$ cat config.mk
export PLATFORM = sky130hd
export DESIGN_NAME = knn_list_reader
export DESIGN_NICKNAME = d
export VERILOG_FILES = /design/src/rtl/knn_pkg.sv /design/src/rtl/knn_list_reader.sv
export SDC_FILE = /design/constraint.sdc
export NUM_CORES = 1
export LEC_CHECK = 0
export ABC_AREA = 1
export BUFFER_PORTS_ARGS = -buffer_cell sky130_fd_sc_hd__buf_2
export CORE_ASPECT_RATIO = 1.5
export CORE_UTILIZATION = 36
export DETAILED_ROUTE_END_ITERATION = 10
export PLACE_DENSITY = 0.64
export SYNTH_ARGS = -nofsm -noshare
export SYNTH_HDL_FRONTEND = slang
export SYNTH_SLANG_ARGS = --single-unit
export TNS_END_PERCENT = 10
$ cat constraint.sdc
create_clock -name clk -period 10.7 [get_ports clk]
set_input_delay 1.605 -clock clk [delete_from_list [all_inputs] [get_ports clk]]
set_output_delay 1.605 -clock clk [all_outputs]
set_load 0.01 [all_outputs]
$ cat src/rtl/knn_pkg.sv
// Shared constants and state encoding for the KNN neighbour-list blocks.
// EMPTY_DIST is also the reset value of a list element's distance field.
package knn_pkg;

  localparam int KNN_DATA_W = 32;
  localparam int KNN_LABEL  = 8;
  localparam int KNN_K      = 10;
  localparam int ENTRY_W    = KNN_DATA_W + KNN_LABEL;

  localparam logic [KNN_DATA_W-1:0] EMPTY_DIST = '1;

  typedef enum logic [1:0] {
    IDLE,
    STREAM,
    DONE
  } state_t;

endpackage

$ cat src/rtl/knn_list_reader.sv
// Snapshots the sorted K-entry neighbour list and streams the occupied
// entries nearest-first over valid/ready, then pulses done with the count.
module knn_list_reader
  import knn_pkg::*;
#(
  parameter int DATA_W = KNN_DATA_W,
  parameter int LABEL  = KNN_LABEL,
  parameter int K      = KNN_K
) (
  input  logic                       clk,
  input  logic                       rst,
  input  logic                       start,
  input  logic [K*(DATA_W+LABEL)-1:0] list_in,
  output logic                       busy,
  output logic                       out_valid,
  input  logic                       out_ready,
  output logic [DATA_W-1:0]          out_dist,
  output logic [LABEL-1:0]           out_label,
  output logic [$clog2(K)-1:0]       out_idx,
  output logic                       out_last,
  output logic                       done,
  output logic [$clog2(K+1)-1:0]     n_valid
);

  localparam int EW = DATA_W + LABEL;
  localparam int IW = $clog2(K);
  localparam int CW = $clog2(K+1);
  localparam logic [DATA_W-1:0] EMPTY   = {DATA_W{1'b1}};
  localparam logic [IW-1:0]     IDX_ONE = IW'(1);
  localparam logic [CW-1:0]     CNT_ONE = CW'(1);

  state_t state, next_state;

  logic [DATA_W-1:0] in_dist   [K];
  logic [LABEL-1:0]  in_label  [K];
  logic [DATA_W-1:0] snap_dist [K];
  logic [LABEL-1:0]  snap_label[K];
  logic [K-1:0]      next_empty;
  logic [IW-1:0]     idx;
  logic [CW-1:0]     cnt;
  logic              last;
  logic              accept_start;
  logic              beat_fire;

  // Each entry is {dist, label}; next_empty[i] marks entry i as the tail.
  for (genvar i = 0; i < K; i++) begin : g_entry
    assign in_dist[i]  = list_in[i*EW+LABEL +: DATA_W];
    assign in_label[i] = list_in[i*EW +: LABEL];
    if (i == K-1) begin : g_tail
      assign next_empty[i] = 1'b1;
    end else begin : g_mid
      assign next_empty[i] = (snap_dist[i+1] == EMPTY);
    end
  end

  assign accept_start = (state == IDLE) && start;
  assign last         = next_empty[idx];
  assign beat_fire    = (state == STREAM) && out_ready;

  always_ff @(posedge clk) begin
    if (rst) begin
      state <= IDLE;
    end else begin
      state <= next_state;
    end
  end

  always_comb begin
    next_state = state;
    case (state)
      IDLE:    if (start) next_state = (in_dist[0] == EMPTY) ? DONE : STREAM;
      STREAM:  if (out_ready && last) next_state = DONE;
      DONE:    next_state = IDLE;
      default: next_state = IDLE;
    endcase
  end

  // The beat counter doubles as n_valid, so it is only cleared by a new start.
  always_ff @(posedge clk) begin
    if (rst) begin
      idx <= '0;
      cnt <= '0;
      for (int i = 0; i < K; i++) begin
        snap_dist[i]  <= EMPTY;
        snap_label[i] <= '1;
      end
    end else if (accept_start) begin
      idx <= '0;
      cnt <= '0;
      for (int i = 0; i < K; i++) begin
        snap_dist[i]  <= in_dist[i];
        snap_label[i] <= in_label[i];
      end
    end else if (beat_fire) begin
      cnt <= cnt + CNT_ONE;
      if (!last) idx <= idx + IDX_ONE;
    end
  end

  always_comb begin
    busy      = (state != IDLE);
    out_valid = (state == STREAM);
    done      = (state == DONE);
    out_dist  = '0;
    out_label = '0;
    out_idx   = '0;
    out_last  = 1'b0;
    n_valid   = cnt;
    if (state == STREAM) begin
      out_dist  = snap_dist[idx];
      out_label = snap_label[idx];
      out_idx   = idx;
      out_last  = last;
    end
  end

endmodule

# [Yosys cells after proc, flatten, opt, wreduce, memory -nomap -nowiden]
# Memories as Yosys holds them, arrays and structs flattened. A register that Yosys moved wholly into a read port is not among the register bits.
# Index checks and enable logic that the tools add are counted.
[word_totals] input_bits=404 out_inout_bits=52 n_memories=2 wordCells=90 mem_bits_rw=400 register_bits=10
[memory_table] memory="snap_dist" depth=10 word_bits=32 read_ports=10 rd_ports_with_merged_regs=1 wr=10 line_no="knn_list_reader.sv:36" text="logic [DATA_W-1:0] snap_dist [K];"
[memory_table] memory="snap_label" depth=10 word_bits=8 read_ports=1 rd_ports_with_merged_regs=1 wr=10 line_no="knn_list_reader.sv:37" text="logic [LABEL-1:0] snap_label[K];"
[op_classes] addsub=2 n_reduce_logical=8 n_eq_ne=14 n_lt_le_gt_ge=1 bitwise_logic=21 muxes=39
[op_table] op="32-bit 2-to-1 mux" n=11
[op_table] op="32-bit equality test (second input constant)" n=10
[op_table] op="8-bit 2-to-1 mux" n=11
[op_table] op="4-bit 2-to-1 mux" n=5
[op_table] op="1-bit bitwise OR" n=20
[op_table] op="4-bit by 1-bit adder with 4-bit output (second input constant)" n=2
[op_table] op="1-bit 2-to-1 mux" n=7
[op_table] op="2-bit 2-to-1 mux" n=3
[op_table] op="4-bit by 5-bit less-than comparator with 1-bit output (second input constant)" n=1
[op_table] op="1-bit binary-select mux with 4-bit select" n=1
[op_table] op="2-bit case mux with 2 select lines" n=1
[op_table] op="2-bit AND reduction" n=2
[op_table] op="1-bit logical AND" n=3
[op_table] op="2-bit by 1-bit equality test with 1-bit output (second input constant)" n=1
[op_table] op="2-bit equality test (second input constant)" n=1
[op_table] op="2-bit zero test" n=1
[op_table] op="2-bit by 1-bit != test with 1-bit output (second input constant)" n=1
[op_table] op="2-bit != test (second input constant)" n=1
[op_table] op="2-bit nonzero test" n=1
[op_table] op="2-bit OR reduction" n=1
[op_table] op="1-bit inverter" n=1

# [Depth between registers and ports, before layout]
# Gate-level depths: netlist of the first run.
# An unclocked memory read counts as a cell.
[logic_depth] word_depth=8 ltp_mapped=14 depth_no_buf=14

# [Worst setup path after synthesis of the first run]
# Ideal clock, no wire load.
[synth_timing] kind="input to register" from="input port start" to="memory snap_dist[0][0] (netlist name), enable pin" stages=2 t_required_ns=7.754 t_arrival_ns=8.224 n_path_buf=0 setup_time_ns=2.946 path_slack_ns=-0.470 cell_sequence="nand2_1 nand2_1"
[synth_lines] item="start: declaration" line_no="knn_list_reader.sv:12" text="input logic start,"
[synth_lines] item="end: declaration" line_no="knn_list_reader.sv:36"

==> results of run 1 <==
-- metal layers --
layer	GRT usage	vias up	wire length, um
li1	-	8178	-
met4	0.100	0	2370
met2	0.356	654	31100
met3	0.0215	112	3730
met1	0.292	7800	28300
met5	0	-	0
-- kinds of logic after synthesis --
kind of cell | count (synthesis)
flops | 414
mux | 34
xor+xnor | 2
simple gates | 826
buf+inv | 615
fa+ha+maj | 2
compound gates | 404
-- worst paths after layout --
kind	slack [ns]	endpoint	start
max	5.46	out_dist[15]	flip-flop
min	0.55	flip-flop	idx[2]
max reg2reg	6.94	snap_dist[1][10]	state[1]
min reg2reg	0.55	flip-flop	idx[2]
-- cell usage in the layout, fill, tap and decap left out, types with 2 or more instances in the layout --
master      count
a21oi_1       115
a221oi_2       20
a31oi_1         2
buf_12          2
buf_2         455
buf_4          11
bufinv_16       5
clkbuf_1        6
clkbuf_16      42
clkbuf_8        2
clkinv_1        6
clkinv_2        6
clkinvlp_4      3
dfxtp_1        11
dfxtp_2         2
diode_2        21
edfxtp_1      400
ha_1            2
inv_1         481
inv_2          12
inv_6           3
mux2i_1        34
nand2_1       596
nand2_4         2
nand3_1        18
nand4_1        19
nor2_1        171
nor2_4          2
nor3_1         10
nor3_2          2
nor4_1          2
o211ai_1       21
o21a_1          4
o21ai_0       127
o21ai_1        75
o221ai_1       19
o22ai_1        19
xor2_1          2
-- final cells by class --
type / count / area [um^2]
Antenna cell: 21 / 52.6
Clock buffer: 50 / 1100
Tap cell: 763 / 955
Timing Repair Buffer: 468 / 2400
Inverter: 494 / 1870
Multi-Input combinational cell: 1268 / 6030
Sequential cell: 414 / 12300
Fill cell: 5658 / 31900
Clock inverter: 25 / 277
-- worst max-delay path, delay by kind of cell (launching register included) --
family                 cells  cell delay (ns)
AO/OA/AOI/OAI              5             1.20
buffers and inverters      2             0.79
flip-flops                 1             0.73
AND/OR/NAND/NOR            1             0.10
-- state kept, by name, summed over array words and instances, names as in the netlist, named ones only --
signal      flops
snap_dist     320
snap_label     80
idx             4
n_valid         4
state           2
-- stage by stage --
step	worst slack, ns	utilization
3_5_place_dp	5.79	0.414
5_1_grt	5.30	0.439
2_1_floorplan	3.61	-
3_3_place_gp	5.94	0.414
6_report	5.46	0.439
4_1_cts	5.50	0.438
-- power groups by stage --
stage	clock network, mW	logic [mW]	registers (mW)
after CTS	1.53	0.423	1.90
after detailed placement	0	0.422	1.94
final	1.51	0.418	1.90
after floorplan	0	0.233	1.95
after global routing	1.59	0.464	1.91
after global placement	0	0.416	1.94
==> results.txt, run 1 <==
Status: finished clean
Syn Std Cell Area: 0.0208 mm^2
GRT overflow: 0
Area contributors post-synth: edfxtp_1, nand2_1, inv_1, nor2_1, o21ai_0
Crit path cell chain: buf_12 > a21oi_1 > o21ai_0 > o21ai_0 > o21ai_0 > nor2_1 > o21a_1 > buf_2
Placed cell count: 3407
Die area: 0.0587 mm^2
Drt pass-1 iters: 6
#FFs+latches synth: 414
Hpwl dp: 48.5 mm
Synthesis-to-layout area growth: 20.2%
Post-Layout Cell Count: 3503
Die Ht: 296 um
Leading area contributor after synthesis: edfxtp_1
Post-CTS Hold Buffers: 0
TNS Setup: 0 ns
Power density over the cells: 153 mW/mm^2
Worst slew pin tran: 1.12 ns
Clock latency on the worst-skew pair: 0.58 ns
CTS tree: yes
Core Rows: 107
Leak pwr: 11.2 nW
Die width: 198 um
Post-synthesis cell type count: 36
Proportion of power drawn by the clock network: 0.394
Max Clk Rate: 0.191 GHz
Cts repair resizes: 0
P_sw: 0.962 mW
Sequential share of the synthesized area: 0.591
CTS max path bufs: 3
Fraction of layout cells with a size suffix above 1: 0.212
CP Class: reg -> out
PortBufs: 455
Slew HR: 0.255
Required @ worst endpoint: 9.10 ns
CP most frequent cell: o21ai_0
First DRT Iteration DRCs: 1444
Unrepaired setup endpoints after global routing: false
Synth Area in Compound Gates: 0.115
GP Congestion: 0.923
Final setup violation count: 0
Post-synth ARST share: 0
Fin. max-slew vios: 0
CP max FO: 214
CORE AREA: 0.0569 mm^2
Max Cap Viol: 0
CTS Buf Count: 42
Pwr Total: 3.83 mW
R2r worst-path depth: 5
Most common cell in the netlist: nand2_1
Area after DPL: 0.0236 mm^2
Final period utilization: 0.490
Synth Area in Adders: 0.00120
Top_reg_cell synth: edfxtp_1
Routed len/inst: 18.7 um
Htree depth: 2
Initial antenna violation count: 21
Critical Path Sink Type: output pin
Slowest stage cell, crit path: dfxtp_4
Vias: 16.7k
Root cell of the clock tree: clkbuf_16
Final-report hold violation count: 0
DR vias/cell: 4.78
Largest net degree at the start of global routing: 228
Top-area cell type share of the netlist area: 0.578
Syn Area/Cell: 9.05 um^2
Sw Ratio: 0.251
Synth Warn #: 0
Drt drc: 0
Clk_skew: 0.0415 ns
Final Cell Area: 0.0250 mm^2
Combinational Power Share: 0.109
Post-synth top cells: nand2_1, inv_1, edfxtp_1, nor2_1, o21ai_0
Setup Fix Bufs, Post-CTS: 0
First-pass GRT wire length: 95.5 mm
Max incr delay on CP: 0.73 ns
Nets@finish: 3094
Simple-gate share of the synthesized area: 0.156
Worst Path Arrival: 3.63 ns
GRT Total Usage: 0.218
Antenna-violating nets left: 0
XOR/XNOR share of the synthesized area: 0.000843
Largest family of logic cells by synthesized area: simple AND/OR/NAND/NOR gates
Initial Util: 0.365
Post-synthesis mux area share: 0.0164
Final worst path period need: 5.24 ns
Routed WL: 65.5 mm
Hold path cells: 2
I/O pin count: 456
Startpoint Class: flip-flop
Peak VDD IR: 0.108 mV
Seq pwr share: 0.497
Num Clock Sinks: 414
Vias in the first global route: 16.5k
Hold_ws: 0.552 ns
Synthesized instance count: 2297
Syn nets: 2703
Int Pwr: 2.87 mW
Worst Hold Class: reg -> reg
Worst-path clk slew: 0.06 ns
Post-synth EDFFs: 400
Power figures use the tool's default switching activity.
==> run 2: changes to the inputs <==
Clock period 10.7 ns to 4.7 ns, I/O delays scaled along.
==> results.txt, run 2 (synthesized netlist as in run 1, its figures left out) <==
I/O pin count: 456
CP max FO: 68
Commonest non-fill, non-tap cell in the layout: nand2_1
Num Clock Sinks: 414
Initial antenna violation count: 21
Clock latency on the worst-skew pair: 0.57 ns
FF/Latch Area: 0.0123 mm^2
Final worst path period need: 3.93 ns
CTS tree: yes
Die width: 198 um
GRT Total Usage: 0.226
Worst Hold Class: in -> reg
Final period utilization: 0.836
Seq pwr share: 0.494
Core Rows: 107
Synthesis-to-layout area growth: 21.0%
Hpwl dp: 50.9 mm
Critical Path Sink Type: output pin
Slowest stage cell, crit path: inv_2
Nets@finish: 3101
Max Clk Rate: 0.255 GHz
Setup WS pre-CTS: 1.38 ns
Final setup violation count: 0
Peak VDD IR: 0.227 mV
# fillers: 5538
Fraction of layout cells with a size suffix above 1: 0.214
Highest-count cells in the layout ignoring fill and taps: nand2_1, inv_1, buf_2, edfxtp_1, nor2_1
TNS Setup: 0 ns
Vias in the first global route: 16.5k
Routed WL: 67.6 mm
Die Ht: 296 um
Most flops, register: snap_dist
DR vias/cell: 4.83
CTS max path bufs: 3
GRT overflow: 0
Antenna-violating nets left: 0
Htree depth: 2
GP Congestion: 0.898
Proportion of power drawn by the clock network: 0.395
Setup Fix Bufs, Post-CTS: 0
Max Cap Viol: 0
Drt drc: 0
Largest net degree at the start of global routing: 125
Crit path cell chain: inv_2 > buf_12 > o21ai_0 > o221ai_1 > o21ai_1 > a221oi_2 > buf_2
PortBufs: 455
Max incr delay on CP: 0.92 ns
Vias: 16.9k
CTS Buf Count: 43
P_sw: 2.22 mW
CP Class: reg -> out
Cell family with most CP delay: buffers and inverters
Die area: 0.0587 mm^2
Required @ worst endpoint: 3.99 ns
Unrepaired setup endpoints after global routing: false
Combinational Power Share: 0.111
Startpoint Class: flip-flop
Slew HR: 0.231
Status: finished clean
Fin. max-slew vios: 0
Power density over the cells: 349 mW/mm^2
Routed len/inst: 19.3 um
Post-CTS Hold Buffers: 0
Biggest regs: snap_dist (320), snap_label (80)
Drt pass-1 iters: 5
Max FFs per register: 320
Clk_skew: 0.0218 ns
Initial Util: 0.365
Worst-path clk slew: 0.06 ns
Cts repair resizes: 0
Worst Path Arrival: 3.22 ns
Setup ws final: 0.771 ns
First DRT Iteration DRCs: 1522
Final-report hold violation count: 0
First-pass GRT wire length: 98.4 mm
Buf/Inv on CP: 3
Sw Ratio: 0.253
CORE AREA: 0.0569 mm^2
Multi-input logic area: 0.00603 mm^2
Leak pwr: 11.3 nW
Final Cell Area: 0.0251 mm^2
Int Pwr: 6.56 mW
Root cell of the clock tree: clkbuf_16
Worst slew pin tran: 1.15 ns
Hold_ws: 0.363 ns
Area after DPL: 0.0237 mm^2
## run 2: cell types whose count changed in the layout (fill, tap and decap cells not counted), sizes merged
cell / delta
clkinv: +7
diode: -6
inv: -1
clkinvlp: -2
buf: +6
## run 2: routing by layer
layer	track usage	part of all wire	wire length, um	vias to the layer above
li1	-	-	-	8199
met1	0.306	0.43	29400	7965
met2	0.365	0.47	31800	657
met3	0.0321	0.062	4210	100
met4	0.0866	0.032	2150	4
met5	0	0.00040	27	-
## run 2: path summary, 6_finish.rpt
check	from	to	slack [ns]	depth (start not counted)
min reg2reg	n_valid[1]	n_valid[1]	0.53	2
min	rst	state[0]	0.36	2
max reg2reg	state[1]	snap_dist[1][16]	2.26	4
max	flip-flop	out_dist[31]	0.77	7
## run 2: stage by stage
stage | cells | util | power [mW]
final | 3507 | 0.442 | 8.77
after global routing | 3505 | 0.442 | 9.09
after CTS | 3492 | 0.441 | 8.86
after detailed placement | 3413 | 0.416 | 5.39
after global placement | 3413 | 0.416 | 5.38
after floorplan | 2297 | - | 4.94
## run 2: layout make-up
cell class                      instances  share of cell area
Tap cell                              763              0.0380
Sequential cell                       414               0.489
Timing Repair Buffer                  474               0.101
Inverter                              494              0.0743
Antenna cell                           15             0.00149
Clock inverter                         29              0.0123
Clock buffer                           50              0.0438
Multi-Input combinational cell       1268               0.240
## run 2: power by group through the flow
stage	clock (mW)	sequential, mW	combinational [mW]
2_1_floorplan	0	4.40	0.532
3_3_place_gp	0	4.41	0.969
3_5_place_dp	0	4.41	0.980
4_1_cts	3.54	4.33	0.984
5_1_grt	3.66	4.35	1.08
6_report	3.47	4.34	0.970
==> run 3: changes to the inputs <==
Settings changed: ABC_AREA 1 to 0, PLACE_DENSITY 0.64 to 0.62.
Clock period 4.7 ns to 3.65 ns, I/O delays scaled along.
==> results.txt, run 3 <==
Status: finished clean
Fraction of layout cells with a size suffix above 1: 0.366
Fin. max-slew vios: 0
Largest net degree at the start of global routing: 99
Routed len/inst: 26.5 um
Cell family with most CP delay: compound AO/OA/AOI/OAI gates
Synthesized instance count: 1319
Startpoint Class: flip-flop
Leak pwr: 7.67 nW
Metal2 WL: 35.3 mm
Post-synth top cells: nand2b_1, edfxtp_1, a211oi_1, mux4_2, nand4_1
Initial Util: 0.366
Top Metal Used: met5
Htree depth: 2
Slew HR: 0.388
Synth Warn #: 0
First DRT Iteration DRCs: 823
Leading area contributor after synthesis: edfxtp_1
Clock latency on the worst-skew pair: 0.55 ns
Max Clk Rate: 0.292 GHz
Max Cap Viol: 0
Peak VDD IR: 0.339 mV
Routed WL: 65.7 mm
Required @ worst endpoint: 3.10 ns
Setup WS pre-CTS: 0.729 ns
Power density over the cells: 466 mW/mm^2
Crit path cell chain: nand4_1 > nor4_1 > nand4_1 > o31ai_1 > a21oi_2 > a21oi_1 > buf_2
# fillers: 4831
Final period utilization: 0.940
GRT Total Usage: 0.236
CP most frequent cell: nand4_1
Post-synth EDFFs: 400
Buf/Inv on CP: 1
CTS Buf Count: 42
Max FFs per register: 320
GRT overflow: 0
CP Class: reg -> out
Syn nets: 1725
Biggest regs: snap_dist (320), snap_label (80)
CP max FO: 11
Worst-path clk slew: 0.06 ns
PortBufs: 455
Multi-input logic area: 0.00668 mm^2
Clk_skew: 0.0171 ns
Vias in the first global route: 13.8k
GP Congestion: 0.902
Slowest stage cell, crit path: dfxtp_1
Die width: 191 um
Syn Area/Cell: 14.7 um^2
Post-synth ARST share: 0
Drt pass-1 iters: 5
CTS tree: yes
Setup ws final: 0.221 ns
Final Util: 0.454
Num Clock Sinks: 414
Detail Route met3 WL: 3.88 mm
Commonest non-fill, non-tap cell in the layout: buf_2
CORE AREA: 0.0528 mm^2
Final Cell Area: 0.0240 mm^2
Critical Path Sink Type: output pin
Vias: 13.1k
Initial antenna violation count: 4
Pwr Total: 11.2 mW
Post-CTS Hold Buffers: 0
Worst Path Arrival: 2.88 ns
CTS max path bufs: 3
Unrepaired setup endpoints after global routing: false
TNS Setup: 0 ns
Syn Std Cell Area: 0.0194 mm^2
Synthesis-to-layout area growth: 24.0%
Top_reg_cell synth: edfxtp_1
DR vias/cell: 5.26
Top-area cell type share of the netlist area: 0.621
Core Rows: 103
Worst slew pin tran: 0.909 ns
Cts repair resizes: 0
Register-to-Register Setup Slack: 1.19 ns
First-pass GRT wire length: 91.6 mm
Area contributors post-synth: edfxtp_1, nand2b_1, mux4_2, a211oi_1, nand4_1
Final setup violation count: 0
Nets@finish: 2167
Die area: 0.0547 mm^2
Most flops, register: snap_dist
Final worst path period need: 3.43 ns
Hpwl dp: 51.2 mm
M1 wire length: 22.7 mm
Max incr delay on CP: 0.65 ns
Drt drc: 0
Sequential share of the synthesized area: 0.635
Die Ht: 286 um
Most common cell in the netlist: nand2b_1
Setup Fix Bufs, Post-CTS: 0
Worst Hold Class: in -> reg
Root cell of the clock tree: clkbuf_16
FF/Latch Area: 0.0123 mm^2
Antenna-violating nets left: 0
Final-report hold violation count: 0
#FFs+latches synth: 414
Area after DPL: 0.0226 mm^2
Post-synthesis cell type count: 42
Highest-count cells in the layout ignoring fill and taps: buf_2, nand2b_1, edfxtp_1, mux4_2, a211oi_1
I/O pin count: 456
## run 3: changes by cell type after synthesis, moves of 80 or more
cell | previous run | this run
nand2_1 | 597 | 15
inv_1 | 481 | 3
nand2b_1 | 0 | 402
nor2_1 | 172 | 11
o21ai_0 | 127 | 0
a21oi_1 | 115 | 9
mux4_2 | 0 | 80
## run 3: per-layer routing
metal,vias up,track usage
met5,-,0
li1,5908,-
met4,4,0.134
met3,139,0.0345
met1,6477,0.253
met2,526,0.438
## run 3: power by group
part	switching (mW)	leakage, nW	internal, mW	total, mW
Sequential	0.123	3.32	5.44	5.56
Combinational	0.591	3.65	0.469	1.06
Clock	1.91	0.709	2.67	4.57
## run 3: area by class of cell
class | count | area share
diodes | 5 | 0.000521
flip-flops and latches | 414 | 0.512
repair buffers | 488 | 0.112
clock buffers | 46 | 0.0453
inverters | 4 | 0.00130
well taps | 682 | 0.0355
multi-input cells | 811 | 0.278
clock inverters | 30 | 0.0146
## run 3: worst register-to-register path, cell delays in order, from the launching register on
cell     delay [ns]
dfxtp_1        0.65
nand4_1        0.17
nor4_1         0.40
nand4_1        0.18
o31ai_1        0.41
a21oi_2        0.19
a31o_1         0.25
a21oi_2        0.13
## run 3: metrics by stage
stage	std cells	hold WS (ns)
global placement	2399	0.477
detailed placement	2399	0.483
finish	2480	0.250
global route	2477	0.239
CTS	2475	0.220
floorplan	1319	0.508
## run 3: path summary, 6_finish.rpt
check	startpoint	end	cells after the start
worst max-delay path	idx[0]	out_last	7
worst min-delay path	out_ready	state[0]	2
worst max register to register	idx[0]	flip-flop	7
worst min register to register	n_valid[1]	n_valid[1]	2
## run 3: logic make-up (layout without fill, tap and decap cells)
logic type | count (synthesis) | count (layout) | share of synthesized area
xor gates and xnor gates | 4 | 4 | 0.00181
AOI/OAI and AO/OA | 102 | 102 | 0.0403
adders and majority gates | 2 | 2 | 0.00129
DFF | 414 | 414 | 0.635
other | 0 | 5 | 0
and+or+nand+nor | 582 | 582 | 0.187
muxes | 121 | 121 | 0.114
buffers and inverters | 94 | 568 | 0.0204
